--- config.mk ---
export PLATFORM = sky130hd
export DESIGN_NAME = eip_redirect_ctrl
export DESIGN_NICKNAME = d
export VERILOG_FILES = /design/src/rtl/eip_pkg.sv /design/src/rtl/eip_target_sel.sv /design/src/rtl/eip_redirect_ctrl.sv
export SDC_FILE = /design/constraint.sdc
export NUM_CORES = 1
export LEC_CHECK = 0
export CORE_ASPECT_RATIO = 1.75
export CORE_MARGIN = 10
export CORE_UTILIZATION = 40
export DETAILED_ROUTE_END_ITERATION = 8
export PLACE_DENSITY_LB_ADDON = 0.15
export SLEW_MARGIN = 20
export SYNTH_ARGS = -nofsm -noshare
export SYNTH_HDL_FRONTEND = slang
export SYNTH_SLANG_ARGS = --single-unit
--- constraint.sdc ---
create_clock -name clk -period 2.1 [get_ports clk]
set_input_delay 0.315 -clock clk [delete_from_list [all_inputs] [get_ports clk]]
set_output_delay 0.315 -clock clk [all_outputs]
set_load 0.03 [all_outputs]
--- src/rtl/eip_pkg.sv ---
// Shared definitions for the EIP redirect controller.
//   eip_state_e  : redirect FSM states (idle / redirect pending at fetch)
//   DefAddrW     : default EIP width
//   DefResetEip  : default EIP value after reset
//   trunc16()    : zero all bits above bit 15 (16-bit operand-size override)
package eip_pkg;

   typedef enum logic [0:0] {
      StIdle = 1'b0,
      StPend = 1'b1
   } eip_state_e;

   localparam int unsigned DefAddrW    = 32;
   localparam logic [63:0] DefResetEip = 64'h0;
   localparam logic [63:0] Low16Mask   = 64'h0000_0000_0000_ffff;

   // Callers widen to 64 bits and cast the result back to their own width.
   function automatic logic [63:0] trunc16(input logic [63:0] v);
      return v & Low16Mask;
   endfunction

endpackage

--- src/rtl/eip_target_sel.sv ---
// Writeback branch resolution: evaluates the CF/ZF conditions, picks the
// redirect target from the ALU result candidates (or the fall-through EIP
// when not taken) and applies 16-bit truncation on operand-size override.
// Ports:
//   wb_res_i        flattened candidates, candidate i at [i*ADDR_W +: ADDR_W]
//   wb_res_sel_i    candidate index; out-of-range selects candidate 0
//   wb_eip_next_i   fall-through EIP
//   wb_cond_*_i     condition enables, wb_flag_*_i resolved flags,
//   wb_*_exp_i      flag values required for taken
//   wb_size_over_i  truncate target to 16 bits
//   target_o        resolved redirect target
//   taken_o         branch conditions met
module eip_target_sel
   import eip_pkg::*;
#(
   parameter int unsigned ADDR_W  = DefAddrW,
   parameter int unsigned NUM_RES = 2,
   parameter int unsigned SEL_W   = (NUM_RES > 1) ? $clog2(NUM_RES) : 1
) (
   input  logic [NUM_RES*ADDR_W-1:0] wb_res_i,
   input  logic [SEL_W-1:0]          wb_res_sel_i,
   input  logic [ADDR_W-1:0]         wb_eip_next_i,
   input  logic                      wb_cond_wr_cf_i,
   input  logic                      wb_cond_wr_zf_i,
   input  logic                      wb_flag_cf_i,
   input  logic                      wb_flag_zf_i,
   input  logic                      wb_cf_exp_i,
   input  logic                      wb_zf_exp_i,
   input  logic                      wb_size_over_i,
   output logic [ADDR_W-1:0]         target_o,
   output logic                      taken_o
);

   logic              cf_met;
   logic              zf_met;
   logic [ADDR_W-1:0] cand;
   logic [ADDR_W-1:0] raw;

   assign cf_met  = ~wb_cond_wr_cf_i | (wb_flag_cf_i ~^ wb_cf_exp_i);
   assign zf_met  = ~wb_cond_wr_zf_i | (wb_flag_zf_i ~^ wb_zf_exp_i);
   assign taken_o = cf_met & zf_met;

   // Default to candidate 0 so an out-of-range select never yields X.
   always_comb begin
      cand = wb_res_i[0 +: ADDR_W];
      for (int i = 1; i < int'(NUM_RES); i++) begin
         if (int'(wb_res_sel_i) == i) begin
            cand = wb_res_i[i*ADDR_W +: ADDR_W];
         end
      end
   end

   assign raw = taken_o ? cand : wb_eip_next_i;

   always_comb begin
      target_o = raw;
      if (wb_size_over_i) begin
         target_o = ADDR_W'(trunc16(64'(raw)));
      end
   end

endmodule

--- src/rtl/eip_redirect_ctrl.sv ---
// Architectural EIP owner for the writeback stage. Advances EIP from decode,
// resolves writeback control transfers into a redirect target, presents the
// redirect to fetch with a valid/ready handshake and emits a one-cycle flush.
// Optional build macro EIP_REDIR_STATS_EN adds saturating taken/redirect
// counters (taken_cnt, redir_cnt, STAT_W bits each).
// Ports:
//   clk, rst_n                 clock, async active-low reset
//   de_v, de_eip_next          decode valid and sequential next EIP
//   fe_not_stall, de_br_stall  decode advance qualifiers
//   wb_v, wb_eip_change        writeback instruction redirects EIP
//   wb_res, wb_res_sel, wb_eip_next, wb_cond_*, wb_flag_*, wb_*_exp,
//   wb_size_over               target resolution inputs
//   fe_redir_ready             fetch accepts the redirect
//   eip                        architectural EIP
//   redir_valid, redir_target  redirect to fetch
//   flush                      one-cycle pipeline flush per redirect
//   wb_taken                   combinational: redirect is a taken transfer
module eip_redirect_ctrl
   import eip_pkg::*;
#(
   parameter int unsigned       ADDR_W    = DefAddrW,
   parameter int unsigned       NUM_RES   = 2,
   parameter int unsigned       SEL_W     = (NUM_RES > 1) ? $clog2(NUM_RES) : 1,
   parameter logic [ADDR_W-1:0] RESET_EIP = ADDR_W'(DefResetEip)
`ifdef EIP_REDIR_STATS_EN
   ,
   parameter int unsigned       STAT_W    = 16
`endif
) (
   input  logic                      clk,
   input  logic                      rst_n,
   input  logic                      de_v,
   input  logic [ADDR_W-1:0]         de_eip_next,
   input  logic                      fe_not_stall,
   input  logic                      de_br_stall,
   input  logic                      wb_v,
   input  logic                      wb_eip_change,
   input  logic [NUM_RES*ADDR_W-1:0] wb_res,
   input  logic [SEL_W-1:0]          wb_res_sel,
   input  logic [ADDR_W-1:0]         wb_eip_next,
   input  logic                      wb_cond_wr_cf,
   input  logic                      wb_cond_wr_zf,
   input  logic                      wb_flag_cf,
   input  logic                      wb_flag_zf,
   input  logic                      wb_cf_exp,
   input  logic                      wb_zf_exp,
   input  logic                      wb_size_over,
   input  logic                      fe_redir_ready,
   output logic [ADDR_W-1:0]         eip,
   output logic                      redir_valid,
   output logic [ADDR_W-1:0]         redir_target,
   output logic                      flush,
   output logic                      wb_taken
`ifdef EIP_REDIR_STATS_EN
   ,
   output logic [STAT_W-1:0]         taken_cnt,
   output logic [STAT_W-1:0]         redir_cnt
`endif
);

   eip_state_e        state_q, state_d;
   logic [ADDR_W-1:0] eip_q, eip_d;
   logic [ADDR_W-1:0] redir_target_q, redir_target_d;
   logic              redir_valid_q, redir_valid_d;
   logic              flush_q, flush_d;

   logic [ADDR_W-1:0] target;
   logic              taken;
   logic              wb_redir;
   logic              de_adv;

   eip_target_sel #(
      .ADDR_W  (ADDR_W),
      .NUM_RES (NUM_RES),
      .SEL_W   (SEL_W)
   ) u_target_sel (
      .wb_res_i        (wb_res),
      .wb_res_sel_i    (wb_res_sel),
      .wb_eip_next_i   (wb_eip_next),
      .wb_cond_wr_cf_i (wb_cond_wr_cf),
      .wb_cond_wr_zf_i (wb_cond_wr_zf),
      .wb_flag_cf_i    (wb_flag_cf),
      .wb_flag_zf_i    (wb_flag_zf),
      .wb_cf_exp_i     (wb_cf_exp),
      .wb_zf_exp_i     (wb_zf_exp),
      .wb_size_over_i  (wb_size_over),
      .target_o        (target),
      .taken_o         (taken)
   );

   assign wb_redir = wb_v & wb_eip_change;
   assign de_adv   = de_v & fe_not_stall & ~de_br_stall;
   assign wb_taken = wb_redir & taken;

   always_comb begin
      state_d        = state_q;
      eip_d          = eip_q;
      redir_target_d = redir_target_q;
      redir_valid_d  = redir_valid_q;
      flush_d        = 1'b0;

      unique case (state_q)
         StIdle: begin
            // Writeback redirect outranks a concurrent decode advance.
            if (wb_redir) begin
               eip_d          = target;
               redir_target_d = target;
               redir_valid_d  = 1'b1;
               flush_d        = 1'b1;
               state_d        = StPend;
            end else if (de_adv) begin
               eip_d = de_eip_next;
            end
         end
         StPend: begin
            // Decode is being flushed, so de_adv is ignored here. A new
            // redirect replaces the old one even if fetch is ready this
            // cycle, since fetch would be accepting the stale target.
            if (wb_redir) begin
               eip_d          = target;
               redir_target_d = target;
               flush_d        = 1'b1;
            end else if (fe_redir_ready) begin
               redir_valid_d = 1'b0;
               state_d       = StIdle;
            end
         end
         default: state_d = StIdle;
      endcase
   end

   always_ff @(posedge clk or negedge rst_n) begin
      if (!rst_n) begin
         state_q        <= StIdle;
         eip_q          <= RESET_EIP;
         redir_target_q <= '0;
         redir_valid_q  <= 1'b0;
         flush_q        <= 1'b0;
      end else begin
         state_q        <= state_d;
         eip_q          <= eip_d;
         redir_target_q <= redir_target_d;
         redir_valid_q  <= redir_valid_d;
         flush_q        <= flush_d;
      end
   end

   assign eip          = eip_q;
   assign redir_target = redir_target_q;
   assign redir_valid  = redir_valid_q;
   assign flush        = flush_q;

`ifdef EIP_REDIR_STATS_EN
   logic [STAT_W-1:0] taken_cnt_q;
   logic [STAT_W-1:0] redir_cnt_q;

   always_ff @(posedge clk or negedge rst_n) begin
      if (!rst_n) begin
         taken_cnt_q <= '0;
         redir_cnt_q <= '0;
      end else begin
         if (wb_taken && (taken_cnt_q != '1)) begin
            taken_cnt_q <= taken_cnt_q + STAT_W'(1);
         end
         if (wb_redir && (redir_cnt_q != '1)) begin
            redir_cnt_q <= redir_cnt_q + STAT_W'(1);
         end
      end
   end

   assign taken_cnt = taken_cnt_q;
   assign redir_cnt = redir_cnt_q;
`endif

endmodule

# [Word level (Yosys, flattened, before mapping)]
# Cells that the tools add are included.
[totals] register_bits=67 inputBits=144 output_inout_bits=67 word_cells=40
[op_classes] n_eq_ne=5 muxes=15 bitwise=13 n_reduce_logical=2
[op_table] operator="two-way mux 32 bit" n=6
[op_table] operator="one-hot mux 32 bit (2 select lines)" n=1
[op_table] operator="two-way mux 1 bit" n=6
[op_table] operator="!= test 2 bit (second input constant)" n=3
[op_table] operator="bitwise AND 1 bit" n=5
[op_table] operator="NOT 1 bit" n=4
[op_table] operator="one-hot mux 1 bit (2 select lines)" n=2
[op_table] operator="!= test 3 bit (second input constant)" n=1
[op_table] operator="AND reduction 3 bit" n=1
[op_table] operator="!= test 2 x 1 -> 1 bit (second input constant)" n=1
[op_table] operator="bitwise OR 1 bit" n=2
[op_table] operator="AND reduction 2 bit" n=1
[op_table] operator="bitwise XNOR 1 bit" n=2

# [Depth between registers and ports, before layout]
# Gate-level depths: netlist (run 1).
[depth] word_depth=7 ltp_mapped=6 depth_no_buf=4

# [By module]
# A second synthesis (run 1) with hierarchy kept.
[hier_totals] hier_cells=297 area_unflattened_um2=3836.2
[by_module_without_submodules] mod="eip_redirect_ctrl" instances=1 cells_per_inst=187 area_each_um2=2785.2 seq_area_each_um2=1676.6
[by_module_without_submodules] mod="eip_target_sel" instances=1 cells_per_inst=110 area_each_um2=1051.0 seq_area_each_um2=0.0

# [Least setup slack after synthesis (run 1)]
# No wires, ideal clock.
[synth_timing] path_type="in2out" from="input wb_v" to="output wb_taken" t_arrival_ns=1.267 required_time_ns=1.785 setup_slack_ns=0.518 cell_stages=4 n_path_buf=2 path_cell_list="nand2_1 -> clkbuf_1 -> clkbuf_1 -> nor2_1"
[synth_via] elab_chain_cells=2
[synth_lines] element="start: declaration" line_no="eip_redirect_ctrl.sv:36" text="input logic wb_v,"
[synth_lines] element="bitwise AND 1 bit" line_no="eip_redirect_ctrl.sv:91" text="assign wb_redir = wb_v & wb_eip_change;"
[synth_lines] element="bitwise AND 1 bit" line_no="eip_redirect_ctrl.sv:93" text="assign wb_taken = wb_redir & taken;"
[synth_lines] element="end: declaration" line_no="eip_redirect_ctrl.sv:53" text="output logic wb_taken"
# Every way passes these cells.

# [Final worst setup path (run 1)]
[layout_timing] from="input wb_zf_exp" to="output wb_taken"
[layout_via] elab_chain_cells=4
[layout_lines] element="start: declaration" line_no="eip_redirect_ctrl.sv:46" text="input logic wb_zf_exp,"
[layout_lines] element="bitwise XNOR 1 bit" line_no="eip_target_sel.sv:40" text="assign zf_met = ~wb_cond_wr_zf_i | (wb_flag_zf_i ~^ wb_zf_exp_i);"
[layout_lines] element="bitwise OR 1 bit" line_no="eip_target_sel.sv:40"
[layout_lines] element="bitwise AND 1 bit" line_no="eip_target_sel.sv:41" text="assign taken_o = cf_met & zf_met;"
[layout_lines] element="bitwise AND 1 bit" line_no="eip_redirect_ctrl.sv:93"
# Every way passes these cells.

==> impl_metrics.tcl, run 1 <==
set metrics [dict create \
    synth_cell_types 31 \
    io_buffer_count 210 \
    grt_max_degree 36 \
    n_fill_cell 805 \
    clock_skew_ns 0.00332 \
    synth_nets 520 \
    gp_congestion 0.736 \
    clockBufferDepth 2 \
    end_kind "primary output" \
    r2r-start "state_q" \
    ir_drop_mv 0.540 \
    cp_max_fo 17 \
    synth.top_cell.area_share 0.426 \
    post_drt_wl_per_cell_um 20.1 \
    reg2reg_to "eip[4]" \
    insertion_delay_ns 0.33 \
    worst_slack_ns 0.213 \
    wl_um 14300 \
    io_pins 211 \
    drv_cap 0 \
    avgSynthCellArea_um2 10.5 \
    power_density_nw_per_um2 769 \
    synth_area_um2 3940 \
    die_area_um2 14400 \
    worst_pin_slew_ns 0.697 \
    utilization 0.684 \
    leakage_nw 2.65 \
    synth_area_leaders "dfrtp_1, mux2_2, nand2_1" \
    hold_viol_final 0 \
    reg2reg_setup_slack_ns 0.45 \
    drive_gt1_frac 0.159 \
    syn2layout_area_growth_pct 65.6 \
    fin_tns_setup_ns 0 \
    cts-buffers-inserted 9 \
    vias_per_cell 5.34 \
    period_needed_ns 1.89 \
    dr.pass1.iters 4 \
    synth_top_area_cell "dfrtp_1" \
    outcome "finished clean" \
    synthFlopType "dfrtp_1" \
    post_cts_buffers 0 \
    syn-instance-count 376 \
    die_h_um 151 \
    dp_hpwl_um 11300 \
    ys_ff_latch 67 \
    placement.cell_area_um2 6210 \
    coreArea_um2 9530 \
    seq_area_frac_synth 0.426 \
    ff2ff_path_depth 4 \
    cts_sinks 67 \
    ctsHtreeMaxLevel 3 \
    timing.final.crit_share 0.898 \
    yosysMostFrequentCell "nand2_1" \
    antenna_left 0 \
    first_global_vias 4093 \
    fin_cells 709 \
    grt_pass1_wl_um 21900 \
    critical_path_required_ns 1.78 \
    clk_pin_slew_ns 0.05 \
    start_util 0.413 \
    slew_viol_final 0 \
    crit_arrival_ns 1.57 \
    yosysWarnings 0 \
    overflow 0 \
    die_x_um 95.0 \
    row_count 47 \
    cp-start-kind "input port" \
    hold_class "input port to asynchronous set/reset pin" \
    drc_errors 0 \
    antenna_found_initial 2 \
    place_ws_ns 0.0647 \
    drt-initial-drc-count 100 \
    finalPower_mw 5.01 \
    rsz0062_at_grt "false" \
    whs_ns 0.475 \
    slew_headroom 0.535 \
    worstSetupPathType "input port to primary output" \
    crit_path_start "wb_zf_exp" \
    final-setup-viol-count 0 \
    tritoncts "done" \
    final_nets 724 \
    endpoint "wb_taken" \
    yosys-top-cells-count "nand2_1, dfrtp_1, mux2_2, mux2i_1" \
    placedCellCount 690 \
    postLayoutCellArea_um2 6520 \
    cts_root_buf "clkbuf_16" \
    fmax_mhz 530 \
    grt_usage 0.197 \
    synth_edf_count 0 \
    synthArstFlopShare 1.00 \
    vias 3783 \
]
==> per-layer routing <==
metal,vias to the layer above,routed length [um],GRT usage
li1,1782,-,-
met1,1833,5090,0.205
met2,147,7910,0.360
met3,21,936,0.0476
met4,0,347,0.0925
met5,-,0,0
==> logic make-up after synthesis <==
| kind of cell | synth area share |
|---|---|
| simple gates | 0.204 |
| compound gates | 0.130 |
| flops | 0.426 |
| mux | 0.180 |
| buf+inv | 0.0556 |
| xor+xnor | 0.00445 |
==> placed cells by master (no fill, tap or decap), types with 16 or more instances in the layout <==
| cell | Yosys | routed |
|---|---|---|
| nor4b_1 | 16 | 16 |
| o32a_1 | 16 | 16 |
| nor4b_2 | 16 | 16 |
| dfrtp_1 | 67 | 67 |
| o21ai_0 | 18 | 18 |
| nand3_1 | 16 | 16 |
| clkdlybuf4s50_1 | 0 | 207 |
| nand2_1 | 84 | 82 |
| mux2_2 | 28 | 28 |
| mux2i_1 | 28 | 28 |
==> layout make-up <==
| class | instances | area (um^2) | area share |
|---|---|---|---|
| timing repair buffer | 227 | 2330 | 0.358 |
| multi-input combinational | 271 | 2050 | 0.314 |
| sequential | 67 | 1680 | 0.257 |
| clock buffer | 15 | 288 | 0.0441 |
| tap | 122 | 153 | 0.0234 |
| inverter | 4 | 15.0 | 0.00230 |
| clock inverter | 1 | 5.00 | 0.000768 |
| antenna | 2 | 5.00 | 0.000768 |
==> power breakdown <==
| part | internal, mW | total [mW] | leakage, nW | switching, mW |
|---|---|---|---|---|
| Combinational | 0.917 | 1.92 | 1.68 | 1.00 |
| Sequential | 1.51 | 1.63 | 0.822 | 0.121 |
| Clock | 0.927 | 1.47 | 0.146 | 0.539 |
| Total | 3.35 | 5.01 | 2.65 | 1.66 |
==> registers in the layout (all words and copies together) (netlist names) <==
register,count
eip,32
flush,1
redir_target,32
redir_valid,1
state_q,1
==> critical path, stage by stage <==
cell and delay, ns:
clkdlybuf4s50_1 0.41, xnor2_1 0.25, o22ai_2 0.14, buf_12 0.18, nor2_1 0.10, buf_4 0.17
==> worst min path at each step <==
| stage | from | end | slack [ns] | cells past startpoint |
|---|---|---|---|---|
| after floorplan | rst_n | eip[0] | 0.02 | 0 |
| after global placement | rst_n | eip[5] | 0.30 | 1 |
| after detailed placement | rst_n | eip[5] | 0.30 | 1 |
| after CTS | redir_target[31] | redir_target[31] | 0.48 | 2 |
| after global routing | redir_target[31] | redir_target[31] | 0.51 | 2 |
| final | rst_n | eip[5] | 0.48 | 2 |
==> what timing repair did <==
action,4_1_cts,5_1_grt
hold buffers,1,0
hold endpoints to repair,18,0
resized for setup,0,0
No activity file was read; power rests on OpenSTA's default activity.
==> inputs of run 2 (changes only) <==
Settings changed: CTS_CLUSTER_DIAMETER set to 80.
==> results of run 2 <==
Same layout as run 1: the final DEF is identical, and so are final timing and power.
